File: src/rtl/multicycle_controller.sv
// multicycle_controller
//   Moore control FSM for a multicycle MIPS datapath. Sequences each
//   instruction over 3-5 cycles through a shared ALU and unified memory,
//   driving mux selects, write enables and the ALU op class.
//
//   state    | meaning
//   ---------+------------------------------------------------------------
//   FETCH    | read instruction at PC, PC <= PC+4 (waits on mem_ready)
//   DECODE   | register read, branch target into ALUOut, dispatch on op
//   MEMADR   | lw/sw effective address A + imm
//   MEMRD    | memory read at ALUOut (waits on mem_ready)
//   MEMWB    | load data into rt
//   MEMWR    | memory write at ALUOut (waits on mem_ready)
//   EXECUTE  | R-type ALU operation
//   ALUWB    | R-type result into rd
//   BRANCH   | compare A-B, redirect PC on beq/bne outcome
//   ADDIEX   | A + imm
//   ADDIWB   | addi result into rt
//   JUMP     | PC <= jump target
//
// Ports:
//   clk, rst_n        clock, async active-low reset
//   op[5:0]           opcode from the IR
//   zero              ALU zero flag
//   mem_ready         memory access completes this cycle
//   iord .. pc_src    datapath selects / write strobes
//   pc_en             PC load
//   instr_done        pulse in an instruction's last cycle
//   illegal_op        pulse when DECODE sees an unsupported opcode
//   state_o[3:0]      current state, for debug
module multicycle_controller #(
  parameter bit MEM_HANDSHAKE = 1'b1,
  parameter bit SUPPORT_BNE   = 1'b1,
  parameter bit SUPPORT_ADDI  = 1'b1
) (
  input  logic       clk,
  input  logic       rst_n,
  input  logic [5:0] op,
  input  logic       zero,
  input  logic       mem_ready,
  output logic       iord,
  output logic       mem_write,
  output logic       ir_write,
  output logic       reg_dst,
  output logic       mem_to_reg,
  output logic       reg_write,
  output logic       alu_src_a,
  output logic [1:0] alu_src_b,
  output logic [1:0] alu_op,
  output logic [1:0] pc_src,
  output logic       pc_en,
  output logic       instr_done,
  output logic       illegal_op,
  output logic [3:0] state_o
);

  typedef enum logic [3:0] {
    S_FETCH   = 4'd0,
    S_DECODE  = 4'd1,
    S_MEMADR  = 4'd2,
    S_MEMRD   = 4'd3,
    S_MEMWB   = 4'd4,
    S_MEMWR   = 4'd5,
    S_EXECUTE = 4'd6,
    S_ALUWB   = 4'd7,
    S_BRANCH  = 4'd8,
    S_ADDIEX  = 4'd9,
    S_ADDIWB  = 4'd10,
    S_JUMP    = 4'd11
  } state_t;

  localparam logic [5:0] OP_RTYPE = 6'b000000;
  localparam logic [5:0] OP_J     = 6'b000010;
  localparam logic [5:0] OP_BEQ   = 6'b000100;
  localparam logic [5:0] OP_BNE   = 6'b000101;
  localparam logic [5:0] OP_ADDI  = 6'b001000;
  localparam logic [5:0] OP_LW    = 6'b100011;
  localparam logic [5:0] OP_SW    = 6'b101011;

  state_t r_state;
  state_t w_next;

  logic w_rdy;
  logic w_ir_write;
  logic w_mem_write;
  logic w_reg_write;
  logic w_pc_write;
  logic w_branch;
  logic w_is_bne;

  assign w_rdy = mem_ready | !MEM_HANDSHAKE;

  always_ff @(posedge clk or negedge rst_n) begin
    if (!rst_n) r_state <= S_FETCH;
    else        r_state <= w_next;
  end

  always_comb begin
    w_next      = S_FETCH;
    iord        = 1'b0;
    w_mem_write = 1'b0;
    w_ir_write  = 1'b0;
    reg_dst     = 1'b0;
    mem_to_reg  = 1'b0;
    w_reg_write = 1'b0;
    alu_src_a   = 1'b0;
    alu_src_b   = 2'b00;
    alu_op      = 2'b00;
    pc_src      = 2'b00;
    w_pc_write  = 1'b0;
    w_branch    = 1'b0;
    w_is_bne    = 1'b0;
    instr_done  = 1'b0;
    illegal_op  = 1'b0;

    case (r_state)
      S_FETCH: begin
        alu_src_b  = 2'b01;
        w_ir_write = w_rdy;
        w_pc_write = w_rdy;
        w_next     = w_rdy ? S_DECODE : S_FETCH;
      end
      S_DECODE: begin
        alu_src_b = 2'b11;
        if (op == OP_LW || op == OP_SW)                    w_next = S_MEMADR;
        else if (op == OP_RTYPE)                           w_next = S_EXECUTE;
        else if (op == OP_BEQ || (op == OP_BNE && SUPPORT_BNE)) w_next = S_BRANCH;
        else if (op == OP_ADDI && SUPPORT_ADDI)            w_next = S_ADDIEX;
        else if (op == OP_J)                               w_next = S_JUMP;
        else begin
          // Unsupported opcode retires immediately without touching state.
          w_next     = S_FETCH;
          illegal_op = 1'b1;
          instr_done = 1'b1;
        end
      end
      S_MEMADR: begin
        alu_src_a = 1'b1;
        alu_src_b = 2'b10;
        w_next    = (op == OP_SW) ? S_MEMWR : S_MEMRD;
      end
      S_MEMRD: begin
        iord   = 1'b1;
        w_next = w_rdy ? S_MEMWB : S_MEMRD;
      end
      S_MEMWB: begin
        mem_to_reg  = 1'b1;
        w_reg_write = 1'b1;
        instr_done  = 1'b1;
      end
      S_MEMWR: begin
        // Strobe held until memory accepts the write.
        iord        = 1'b1;
        w_mem_write = 1'b1;
        instr_done  = w_rdy;
        w_next      = w_rdy ? S_FETCH : S_MEMWR;
      end
      S_EXECUTE: begin
        alu_src_a = 1'b1;
        alu_op    = 2'b10;
        w_next    = S_ALUWB;
      end
      S_ALUWB: begin
        reg_dst     = 1'b1;
        w_reg_write = 1'b1;
        instr_done  = 1'b1;
      end
      S_BRANCH: begin
        alu_src_a  = 1'b1;
        alu_op     = 2'b01;
        pc_src     = 2'b01;
        w_branch   = 1'b1;
        w_is_bne   = (op == OP_BNE) && SUPPORT_BNE;
        instr_done = 1'b1;
      end
      S_ADDIEX: begin
        alu_src_a = 1'b1;
        alu_src_b = 2'b10;
        w_next    = S_ADDIWB;
      end
      S_ADDIWB: begin
        w_reg_write = 1'b1;
        instr_done  = 1'b1;
      end
      S_JUMP: begin
        pc_src     = 2'b10;
        w_pc_write = 1'b1;
        instr_done = 1'b1;
      end
      default: begin
        // Unreachable encodings: look like FETCH with no enables, recover.
        alu_src_b = 2'b01;
      end
    endcase
  end

  // Enables are gated by reset so nothing is written while it is held.
  assign ir_write  = w_ir_write  & rst_n;
  assign mem_write = w_mem_write & rst_n;
  assign reg_write = w_reg_write & rst_n;
  assign pc_en     = (w_pc_write | (w_branch & (zero ^ w_is_bne))) & rst_n;
  assign state_o   = r_state;

endmodule

File: config.mk
export PLATFORM = sky130hd
export DESIGN_NAME = multicycle_controller
export DESIGN_NICKNAME = d
export VERILOG_FILES = /design/src/rtl/multicycle_controller.sv
export SDC_FILE = /design/constraint.sdc
export NUM_CORES = 1
export LEC_CHECK = 0
export ABC_AREA = 1
export CORE_MARGIN = 8
export CORE_UTILIZATION = 41
export DETAILED_ROUTE_END_ITERATION = 8
export GPL_TIMING_DRIVEN = 1
export PLACE_DENSITY = 0.85
export RECOVER_POWER = 25
export SLEW_MARGIN = 10
export SYNTH_ARGS = -nofsm -noshare
export SYNTH_HDL_FRONTEND = slang
export SYNTH_SLANG_ARGS = --single-unit
export TNS_END_PERCENT = 1
File: constraint.sdc
create_clock -name clk -period 2.4 [get_ports clk]
set_clock_uncertainty 0.05 [all_clocks]
set_input_delay 0.6 -clock clk [delete_from_list [all_inputs] [get_ports clk]]
set_output_delay 0.6 -clock clk [all_outputs]
set_load 0.02 [all_outputs]
# Yosys cells after proc, flatten, opt, wreduce, memory -nomap -nowiden

Cells that the tools add are included.

Add/subtract/negate cells: 0
Equality and inequality tests: 17
Bitwise logic cells: 7
Divide/modulo/power cells: 0
Magnitude comparators: 0
Shift-type cells: 0
Multiply operators: 0
Reduce and logical (&&, ||, !) cells: 10
Muxes and demuxes: 30

Operator list:

| operator                                                              | count |
|---|---|
| 4-bit one-hot mux with 7 select lines                                 | 1 |
| 4-bit 2-to-1 mux                                                      | 5 |
| 4-bit by 3-bit equality test with 1-bit output, second input constant | 4 |
| 4-bit equality test, second input constant                            | 4 |
| 1-bit 2-to-1 mux                                                      | 16 |
| 6-bit by 3-bit equality test with 1-bit output, second input constant | 2 |
| 6-bit equality test, second input constant                            | 2 |
| 3-bit 2-to-1 mux                                                      | 3 |
| 4-bit by 2-bit equality test with 1-bit output, second input constant | 2 |
| 2-bit one-hot mux with 2 select lines                                 | 2 |
| 8-bit OR reduction                                                    | 1 |
| 6-bit by 2-bit equality test with 1-bit output, second input constant | 1 |
| 6-bit by 4-bit equality test with 1-bit output, second input constant | 1 |
| 6-bit zero test                                                       | 1 |
| 2-bit one-hot mux with 3 select lines                                 | 1 |
| 1-bit bitwise AND                                                     | 5 |
| 5-bit OR reduction                                                    | 1 |
| 4-bit by 1-bit equality test with 1-bit output, second input constant | 1 |
| 4-bit zero test                                                       | 1 |
| 2-bit OR reduction                                                    | 2 |
| 4-bit OR reduction                                                    | 1 |
| 1-bit one-hot mux with 3 select lines                                 | 1 |
| 3-bit OR reduction                                                    | 1 |
| 1-bit logical OR                                                      | 2 |
| 3 further kinds                                                       | 3 |

Memories: 0
Bits in read-only memories: 0
Word-level logic and storage cells: 65
Bits in registers: 4
Latch bits: 0
Bits in writable memories: 0
Output and inout port bits: 20

# Depth between registers and ports, before layout

Gate-level depths: netlist of the first run.

Depth in word-level cells: 7
Gate-level depth with buffers: 8

# Worst setup path after synthesis of the first run

No wires, ideal clock.

Path type: reg-to-output
Start point: register r_state[0], in the netlist state_o[0]
End point: output pc_en
Data required time: 1.750 ns
Cell stages (with the launch flop): 6
Setup slack: 0.249 ns
Arrival time: 1.501 ns
Path buffers: 0
Cells stage by stage: dfrtp_1 nor2_1 clkinv_1 nor2_2 nand3_1 a21oi_1

Word-level cells in the longest chain between the ends: 6
Elaborated cells between the ends (all ways): 10
Classes of those cells: eq/ne (2); mux (3); bitwise (4); reduce/logical (1)

Ends and longest elaborated chain:

| what                   | line | source |
|---|---|---|
| from (decl)            | 80   | `state_t r_state;` |
| from (signal assigned) | 95   | `else r_state <= w_next;` |
| 4-bit equality test    | 116  | `case (r_state)` |
| 1-bit 2-to-1 mux       | 116  |  |
| 1-bit XOR              | 201  | `assign pc_en = (w_pc_write \| (w_branch & (zero ^ w_is_bne))) & rst_n;` |
| 1-bit bitwise AND      | 201  |  |
| 1-bit bitwise OR *     | 201  |  |
| 1-bit bitwise AND *    | 201  |  |
| to (decl)              | 51   | `output logic pc_en,` |

Mark *: on every way between the ends. The rest lies on a longest branch, timed or not.

# Worst setup path in the final report of the first run

Start point: register r_state[0], in the netlist state_o[0]
End point: output alu_src_a

Word-level cells in the longest chain between the ends: 3
Elaborated cells between the ends (all ways): 6
Classes of those cells: eq/ne (4); mux (1); reduce/logical (1)

Ends and longest elaborated chain:

| what                                        | line | source |
|---|---|---|
| 4-bit equality test (tied with other cells) | 116  |  |
| 4-bit OR reduction (no line) *              | -    |  |
| 1-bit 2-to-1 mux *                          | 116  |  |
| to (decl)                                   | 47   | `output logic alu_src_a,` |

Marked as above.

==> flow_summary_export.csv, run 1 <==
group,metric,value,unit
run_status,status,"finished, final reports clean",
cts,htreeDepth,1,
power_and_ir_drop,power.share.clock,9.9,%
sta,worst_slack,60.6,ps
yosys,syn_area_per_cell,5.22,um2
grt,grt_pass1_wl,3.22,mm
power_and_ir_drop,comb_power_share,75.8,%
cts,clock_sinks,4,
min_path,hp-class,"reg2reg",
grt,grt_pass1_vias,796,
placement,place_congestion,0.829,
power_and_ir_drop,internal_power,0.411,mW
cts,cts-buffers-inserted,3,
cells_and_area,drive_gt1_share,28.2,%
floorplan,dieArea,2820,um2
yosys,ys_types,18,
setup_path,critical_path_class,"reg2out",
sta,setup_violations,0,
power_and_ir_drop,p_sw,0.427,mW
grt,grt_max_degree,7,
floorplan,die_h,53.1,um
sta,drv_slew,0,
floorplan,start_util,43.4,%
power_and_ir_drop,cellLeakagePower,0.628,nW
cts,path_clk_slew,40,ps
detailed_routing,drt_iter0_drc,13,
detailed_routing,drt_first_pass_iters,4,
detailed_routing,vias_per_cell,4.95,
sta,tns,0,ps
floorplan,ios,30,
floorplan,fp-row-count,13,
floorplan,fp.dieW,53.1,um
setup_path,startpoint_type,"flip-flop",
cells_and_area,antennaDiodeCount,0,
cells_and_area,layout.nets,161,
detailed_routing,drc,0,
cts,tritoncts,"done",
power_and_ir_drop,swShare,51.0,%
detailed_routing,ant_nets,0,
setup_path,path_max_fanout,4,
yosys,synth_seq_cells,4,
yosys,netlist_area,564,um2
yosys,yosysSeqAreaShare,17.7,%
grt,gr-total-overflow,0,
sta,holdWs,605,ps
sta,hold_viol,0,
yosys,ys_warn_count,0,
cells_and_area,final_common_cell,"nand2_1",
sta,rsz0062_at_grt,"yes",
cells_and_area,synthToLayoutAreaGrowth,73.4,%
setup_path,reg2reg_slack,970,ps
placement,dpl_worst_slack,-575,ps
power_and_ir_drop,powerDensity,857,nW/um2
power_and_ir_drop,ir_drop,0.812,mV
yosys,netlist_instances,108,
sta,min_period_over_period,97.5,%
grt,grtUsageTotal,14.9,%
cts,cts.path.max_buffers,2,
power_and_ir_drop,seqPwrFrac,14.2,%
cells_and_area,layout_common_cells,"nand2_1, inv_1, nor2_1",
floorplan,core_area,1300,um2
grt,antenna_found_initial,0,
sta,fin_crit,2340,ps
setup_path,end_kind,"output pin",
sta,fmax,427,MHz
cells_and_area,largest_register_ffs,4,
sta,worst_pin_slew,234,ps
power_and_ir_drop,power,0.838,mW
placement,io_buffers,29,
placement,hpwl,1.64,mm
setup_path,worstPathArrival,1690,ps
cts,cts_root_buf,"clkbuf_4",
cts,clk_latency,240,ps
sta,relSlewSlack,84.4,%
detailed_routing,vias,812,
job,max-cap-violations,0,
detailed_routing,wl_per_cell,12.6,um
cells_and_area,fill_cells,117,
detailed_routing,postRouteWirelength,2.06,mm
setup_path,worstPathRequired,1750,ps
yosys,syn_nets,118,
-- worst max-delay path, cell delays in order, from the launching register on --
cell and delay (ps):
dfrtp_1 400, buf_4 140, nor2_1 200, nand2_1 150
nor2_1 150, or3_1 120, clkdlybuf4s15_1 290
-- power by group through the flow --
stage	clock network (mW)	registers, mW	logic, mW
floorplan	0	0.140	0.319
CTS	0.0858	0.118	0.636
finish	0.0832	0.119	0.636
global route	0.0907	0.122	0.697
global placement	0	0.115	0.654
detailed placement	0	0.119	0.665
-- layout make-up --
cell class                      count  area (um2)  share of cell area, %
Tap cell                           15        18.8                   1.92
Timing Repair Buffer               39         344                   35.2
Inverter                           23        86.3                   8.82
Sequential cell                     4         103                   10.5
Multi-Input combinational cell     80         404                   41.3
Clock buffer                        3        22.5                   2.30
-- cells in the mapped netlist (all sizes together) --
| cell type | number | area share, % |
|---|---|---|
| a21oi | 3 | 2.7 |
| buf | 1 | 1.3 |
| clkinv | 1 | 0.66 |
| dfrtp | 4 | 18 |
| inv | 22 | 15 |
| nand2 | 30 | 20 |
| nand2b | 1 | 1.1 |
| nand3 | 6 | 5.3 |
| nand4 | 4 | 4.4 |
| nor2 | 28 | 24 |
| nor3 | 3 | 2.7 |
| o21ai | 4 | 3.5 |
| or3 | 1 | 1.1 |
-- through the flow --
stage | area [um2] | std cells | utilization [%]
6_report | 978 | 164 | 75.2
5_1_grt | 978 | 164 | 75.2
4_1_cts | 960 | 164 | 73.8
3_5_place_dp | 933 | 160 | 71.7
3_3_place_gp | 933 | 160 | 71.7
2_1_floorplan | 564 | 108 | -
-- worst paths after layout --
| check | start | to | cells after the start |
|---|---|---|---|
| max in group asynchronous | rst_n | state_o[2]$_DFF_PN0_ | 2 |
| worst max-delay path | state_o[0]$_DFF_PN0_ | alu_src_a | 6 |
| worst max register to register | state_o[0]$_DFF_PN0_ | state_o[1]$_DFF_PN0_ | 7 |
| worst min-delay path | state_o[1]$_DFF_PN0_ | state_o[3]$_DFF_PN0_ | 3 |
| min in group asynchronous | rst_n | state_o[0]$_DFF_PN0_ | 2 |
| worst min register to register | state_o[1]$_DFF_PN0_ | state_o[3]$_DFF_PN0_ | 3 |
-- metal layers --
metal / vias to the layer above / wire length [um] / track usage, %
li1: 412 / - / -
met1: 367 / 773 / 13.3
met2: 29 / 1100 / 27.5
met3: 4 / 157 / 6.16
met4: 0 / 33 / 8.40
met5: - / 0 / 0
-- cell families (layout without fill, tap and decap cells) --
family / after synthesis / count (layout) / synth area share, %
AO/OA/AOI/OAI: 7 / 7 / 6.21
AND/OR/NAND/NOR: 73 / 73 / 59.4
flip-flops: 4 / 4 / 17.7
buffers and inverters: 24 / 65 / 16.6
-- repair_timing --
| item | 4_1_cts | 5_1_grt |
|---|---|---|
| pin swaps | 2 | 5 |
| hold buffers | 0 | 0 |
| setup buffers | 1 | 0 |
| resized for setup | 30 | 24 |
| endpoints found under the hold margin | 0 | 0 |
| endpoints found under the setup margin | 11 | 10 |
Power figures use the tool's default switching activity.
==> run 2, diff against run 1 <==
--- a/config.mk
+++ b/config.mk
@@ -7,10 +7,12 @@
 export LEC_CHECK = 0
 export ABC_AREA = 1
 export CORE_MARGIN = 8
-export CORE_UTILIZATION = 41
+export CORE_UTILIZATION = 43
+export CTS_BUF_LIST = sky130_fd_sc_hd__clkbuf_8
 export DETAILED_ROUTE_END_ITERATION = 8
 export GPL_TIMING_DRIVEN = 1
-export PLACE_DENSITY = 0.85
+export HOLD_SLACK_MARGIN = 0.08
+export PLACE_DENSITY = 0.89
 export RECOVER_POWER = 25
 export SLEW_MARGIN = 10
 export SYNTH_ARGS = -nofsm -noshare
==> flow_summary_export.csv, run 2 (same netlist as run 1, synthesis figures left out) <==
group,metric,value,unit
power_and_ir_drop,cellLeakagePower,0.641,nW
setup_path,worstPathArrival,1800,ps
cells_and_area,fin_cells,166,
placement,post-place-cells,159,
placement,io_buffers,29,
detailed_routing,postRouteWirelength,2.23,mm
floorplan,start_util,44.5,%
grt,antenna_found_initial,0,
setup_path,reg2reg_from,"state_o[0]$_DFF_PN0_",
cells_and_area,drive_gt1_share,29.8,%
cts,cts-buffers-inserted,3,
cts,cts_root_buf,"clkbuf_8",
power_and_ir_drop,powerDensity,878,nW/um2
cells_and_area,seq_area,103,um2
min_path,hold_path_end,"state_o[3]$_DFF_PN0_",
grt,grt_max_degree,7,
grt,grt_pass1_vias,829,
cts,path_clk_slew,30,ps
sta,tns,-88.5,ps
min_path,hold-path-cell-count,3,
setup_path,startpoint_type,"input pin",
floorplan,ios,30,
cts,clk_latency,210,ps
floorplan,die_h,52.2,um
min_path,min_from,"state_o[1]$_DFF_PN0_",
cts,clock_sinks,4,
sta,fin_crit,2450,ps
cts,htreeDepth,1,
placement,place_congestion,0.864,
cells_and_area,layout_common_cells,"nand2_1, inv_1, nor2_1, buf_4",
setup_path,path_max_fanout,4,
detailed_routing,drc,0,
detailed_routing,drt_first_pass_iters,4,
sta,relSlewSlack,84.1,%
cells_and_area,largest_register_ffs,4,
cells_and_area,final_common_cell,"nand2_1",
placement,dpl_worst_slack,-562,ps
sta,rsz0062_at_grt,"yes",
floorplan,fp-row-count,13,
setup_path,worstPathRequired,1750,ps
setup_path,end_kind,"output pin",
grt,grtUsageTotal,15.4,%
setup_path,critPathLaunch,"op[2]",
cells_and_area,final_core_util,81.4,%
detailed_routing,vias,859,
cells_and_area,layout.nets,163,
sta,hold_viol,0,
detailed_routing,drt_iter0_drc,24,
job,max-cap-violations,0,
power_and_ir_drop,power,0.906,mW
floorplan,fp.dieW,52.2,um
sta,fmax,407,MHz
cts,cts.path.max_buffers,2,
floorplan,dieArea,2730,um2
cells_and_area,antennaDiodeCount,0,
grt,gr-total-overflow,0,
cts,tritoncts,"done",
sta,min_period_over_period,102,%
run_status,failed_checks,"setup timing",
setup_path,reg2reg_slack,1060,ps
placement,hpwl,1.65,mm
power_and_ir_drop,ir_drop,0.837,mV
run_status,status,"finished with violations",
detailed_routing,vias_per_cell,5.17,
sta,worst_slack,-54.3,ps
sta,setup_violations,2,
sta,drv_slew,0,
setup_path,r2r-end,"state_o[0]$_DFF_PN0_",
detailed_routing,wl_per_cell,13.4,um
floorplan,core_area,1270,um2
sta,worst_pin_slew,237,ps
min_path,hp-class,"reg2reg",
setup_path,critical_path_class,"in2out",
cells_and_area,multi_input_area,413,um2
detailed_routing,ant_nets,0,
cells_and_area,synthToLayoutAreaGrowth,82.9,%
setup_path,reg2reg_depth,7,
cells_and_area,fill_cells,95,
grt,grt_pass1_wl,3.31,mm
==> run 2: worst max path at each step <==
stage / slack [ps] / end
2_1_floorplan: 250 / pc_en
3_5_place_dp: -560 / instr_done
4_1_cts: -180 / instr_done
6_report: -50 / instr_done
3_3_place_gp: -500 / instr_done
5_1_grt: -120 / instr_done
==> run 2: what timing repair did <==
| action | 4_1_cts | 5_1_grt |
|---|---|---|
| setup buffers | 0 | 4 |
| pin swaps | 1 | 9 |
| gates resized for setup | 31 | 19 |
| setup endpoints to repair | 10 | 10 |
| hold buffers | 0 | 0 |
==> run 2: stage by stage <==
stage / cell area (um2) / hold slack (ps)
after floorplan: 564 / 254
after global placement: 926 / 585
after detailed placement: 926 / 601
after CTS: 973 / 628
after global routing: 1030 / 665
final: 1030 / 636
==> run 2: cell type report <==
| type | count | area share (%) |
|---|---|---|
| multi-input cells | 80 | 40.0 |
| flip-flops and latches | 4 | 9.94 |
| well taps | 15 | 1.82 |
| inverters | 23 | 8.36 |
| clock buffers | 3 | 4.00 |
| repair buffers | 41 | 35.9 |
==> run 2: worst max-delay path, stage by stage <==
cell	delay [ps]
dlygate4sd2_1	290
nor2_2	150
nand2_1	100
nor3_2	270
nor2_2	70
nand2_1	90
nand2_1	80
buf_4	160
==> run 2: report_power, final <==
part / switching [mW] / internal (mW) / leakage (nW)
clock: 0.0310 / 0.107 / 0.0216
combinational: 0.389 / 0.262 / 0.569
sequential: 0.0281 / 0.0894 / 0.0504
total: 0.448 / 0.458 / 0.641
==> run 2: routing by layer <==
metal | track usage [%] | vias to the layer above | routed length (um)
li1 | - | 417 | -
met1 | 14.0 | 391 | 819
met2 | 29.8 | 41 | 1170
met3 | 4.83 | 10 | 159
met4 | 7.33 | 0 | 78
met5 | 0 | - | 0
==> run 3, diff against run 2 <==
--- a/config.mk
+++ b/config.mk
@@ -14,6 +14,7 @@
 export HOLD_SLACK_MARGIN = 0.08
 export PLACE_DENSITY = 0.89
 export RECOVER_POWER = 25
+export REMOVE_ABC_BUFFERS = 1
 export SLEW_MARGIN = 10
 export SYNTH_ARGS = -nofsm -noshare
 export SYNTH_HDL_FRONTEND = slang
==> flow_summary_export.csv, run 3 (same netlist as run 1, synthesis figures left out) <==
group,metric,value,unit
placement,place_area,926,um2
sta,rsz0062_at_grt,"yes",
cells_and_area,drive_gt1_share,25.5,%
cells_and_area,layout_common_cells,"nand2_1, inv_1, nor2_1",
grt,grt_pass1_vias,757,
run_status,failed_checks,"setup timing",
floorplan,die_h,52.2,um
setup_path,crit_buf_inv,3,
detailed_routing,vias,818,
sta,worst_pin_slew,229,ps
cells_and_area,largest_register_ffs,4,
setup_path,critical_path.cell_chain,"clkdlybuf4s50_1 -> inv_1 -> nor2_1 -> nand4_1 -> nand2_1 -> nor2_1 -> nand2_1 -> nand2_1 -> buf_2",
power_and_ir_drop,ir_drop,0.880,mV
placement,place_congestion,0.873,
cells_and_area,design_area,1000,um2
detailed_routing,drt_iter0_drc,40,
cts,path_clk_slew,30,ps
floorplan,ios,30,
floorplan,start_util,44.5,%
power_and_ir_drop,powerDensity,877,nW/um2
floorplan,fp.dieW,52.2,um
setup_path,max_stage_delay,490,ps
detailed_routing,postRouteWirelength,2.04,mm
placement,post-place-cells,159,
grt,antenna_found_initial,0,
setup_path,cp_common_cell,"nand2_1",
job,max-cap-violations,0,
setup_path,worstPathArrival,1820,ps
sta,holdWs,620,ps
power_and_ir_drop,cellLeakagePower,0.637,nW
cells_and_area,layout.nets,161,
run_status,status,"finished with violations",
cts,tritoncts,"done",
floorplan,fp-row-count,13,
cts,cts_root_buf,"clkbuf_8",
sta,worst_slack,-66.1,ps
setup_path,end_kind,"output pin",
detailed_routing,wl_per_cell,12.4,um
detailed_routing,vias_per_cell,4.99,
detailed_routing,drc,0,
sta,fmax,405,MHz
cts,cts.path.max_buffers,2,
sta,relSlewSlack,84.7,%
sta,fin_crit,2470,ps
cts,cts-buffers-inserted,3,
setup_path,path_max_fanout,2,
placement,io_buffers,29,
setup_path,worstPathRequired,1750,ps
floorplan,dieArea,2730,um2
setup_path,path_delay_family,"buffers and inverters",
cells_and_area,fin_cells,164,
setup_path,critPathSlowestCell,"clkdlybuf4s50_1",
cells_and_area,final_common_cell,"nand2_1",
floorplan,core_area,1270,um2
grt,grtUsageTotal,14.2,%
grt,gr-total-overflow,0,
setup_path,startpoint_type,"input pin",
sta,hold_viol,0,
sta,min_period_over_period,103,%
grt,grt_max_degree,7,
cts,clock_sinks,4,
grt,grt_pass1_wl,3.08,mm
detailed_routing,drt_first_pass_iters,4,
sta,setup_violations,3,
cells_and_area,synthToLayoutAreaGrowth,77.8,%
sta,drv_slew,0,
cells_and_area,antennaDiodeCount,0,
cts,clk_latency,220,ps
min_path,hp-class,"reg2reg",
cts,htreeDepth,1,
detailed_routing,ant_nets,0,
setup_path,critical_path_class,"in2out",
placement,dpl_worst_slack,-547,ps
placement,hpwl,1.54,mm
==> run 3: what timing repair did <==
| action | 4_1_cts | 5_1_grt |
|---|---|---|
| resized for setup | 27 | 14 |
| hold buffers | 0 | 0 |
| pin swaps | 1 | 1 |
| setup buffers | 1 | 1 |
| setup endpoints to repair | 10 | 9 |
==> run 3: power by group <==
| group | internal [mW] | switching, mW | total, mW | leakage, nW |
|---|---|---|---|---|
| combinational | 0.248 | 0.375 | 0.623 | 0.565 |
| clock | 0.107 | 0.0316 | 0.138 | 0.0216 |
| sequential | 0.0894 | 0.0295 | 0.119 | 0.0504 |
| total | 0.444 | 0.436 | 0.880 | 0.637 |
==> run 3: through the flow <==
| stage | TNS [ps] | power (mW) | utilization (%) |
|---|---|---|---|
| final | -167 | 0.880 | 79.1 |
| after global routing | -538 | 0.940 | 79.1 |
| after CTS | -442 | 0.870 | 76.8 |
| after detailed placement | -2210 | 0.757 | 73.0 |
| after global placement | -2060 | 0.746 | 73.0 |
| after floorplan | 0 | 0.457 | - |
==> run 3: per-layer routing <==
metal	wire, um	global-route usage (%)
met5	0	0
met4	19	2.59
met3	152	3.98
met2	1070	27.2
met1	801	14.9
==> run 3: cell type report <==
| class | count | area (um2) |
|---|---|---|
| well taps | 15 | 18.8 |
| inverters | 23 | 86.3 |
| flip-flops and latches | 4 | 103 |
| fillers | 103 | 265 |
| repair buffers | 39 | 357 |
| clock buffers | 3 | 41.3 |
| multi-input cells | 80 | 398 |
==> run 3: path summary, 6_finish.rpt <==
path	from	end	slack, ps	cells past startpoint
min in group asynchronous	rst_n	state_o[0]$_DFF_PN0_	790	2
setup / recovery	op[3]	instr_done	-70	9
hold / removal	state_o[1]$_DFF_PN0_	state_o[3]$_DFF_PN0_	620	3
hold reg to reg	state_o[1]$_DFF_PN0_	state_o[3]$_DFF_PN0_	620	3
setup reg to reg	state_o[1]$_DFF_PN0_	state_o[0]$_DFF_PN0_	1100	7
max in group asynchronous	rst_n	state_o[2]$_DFF_PN0_	1310	2
==> run 3: worst min-delay path, stage by stage, from the launching register on <==
cell     delay, ps
dfrtp_1        420
nor2_2          80
nand2_1         70
nand2_1         60
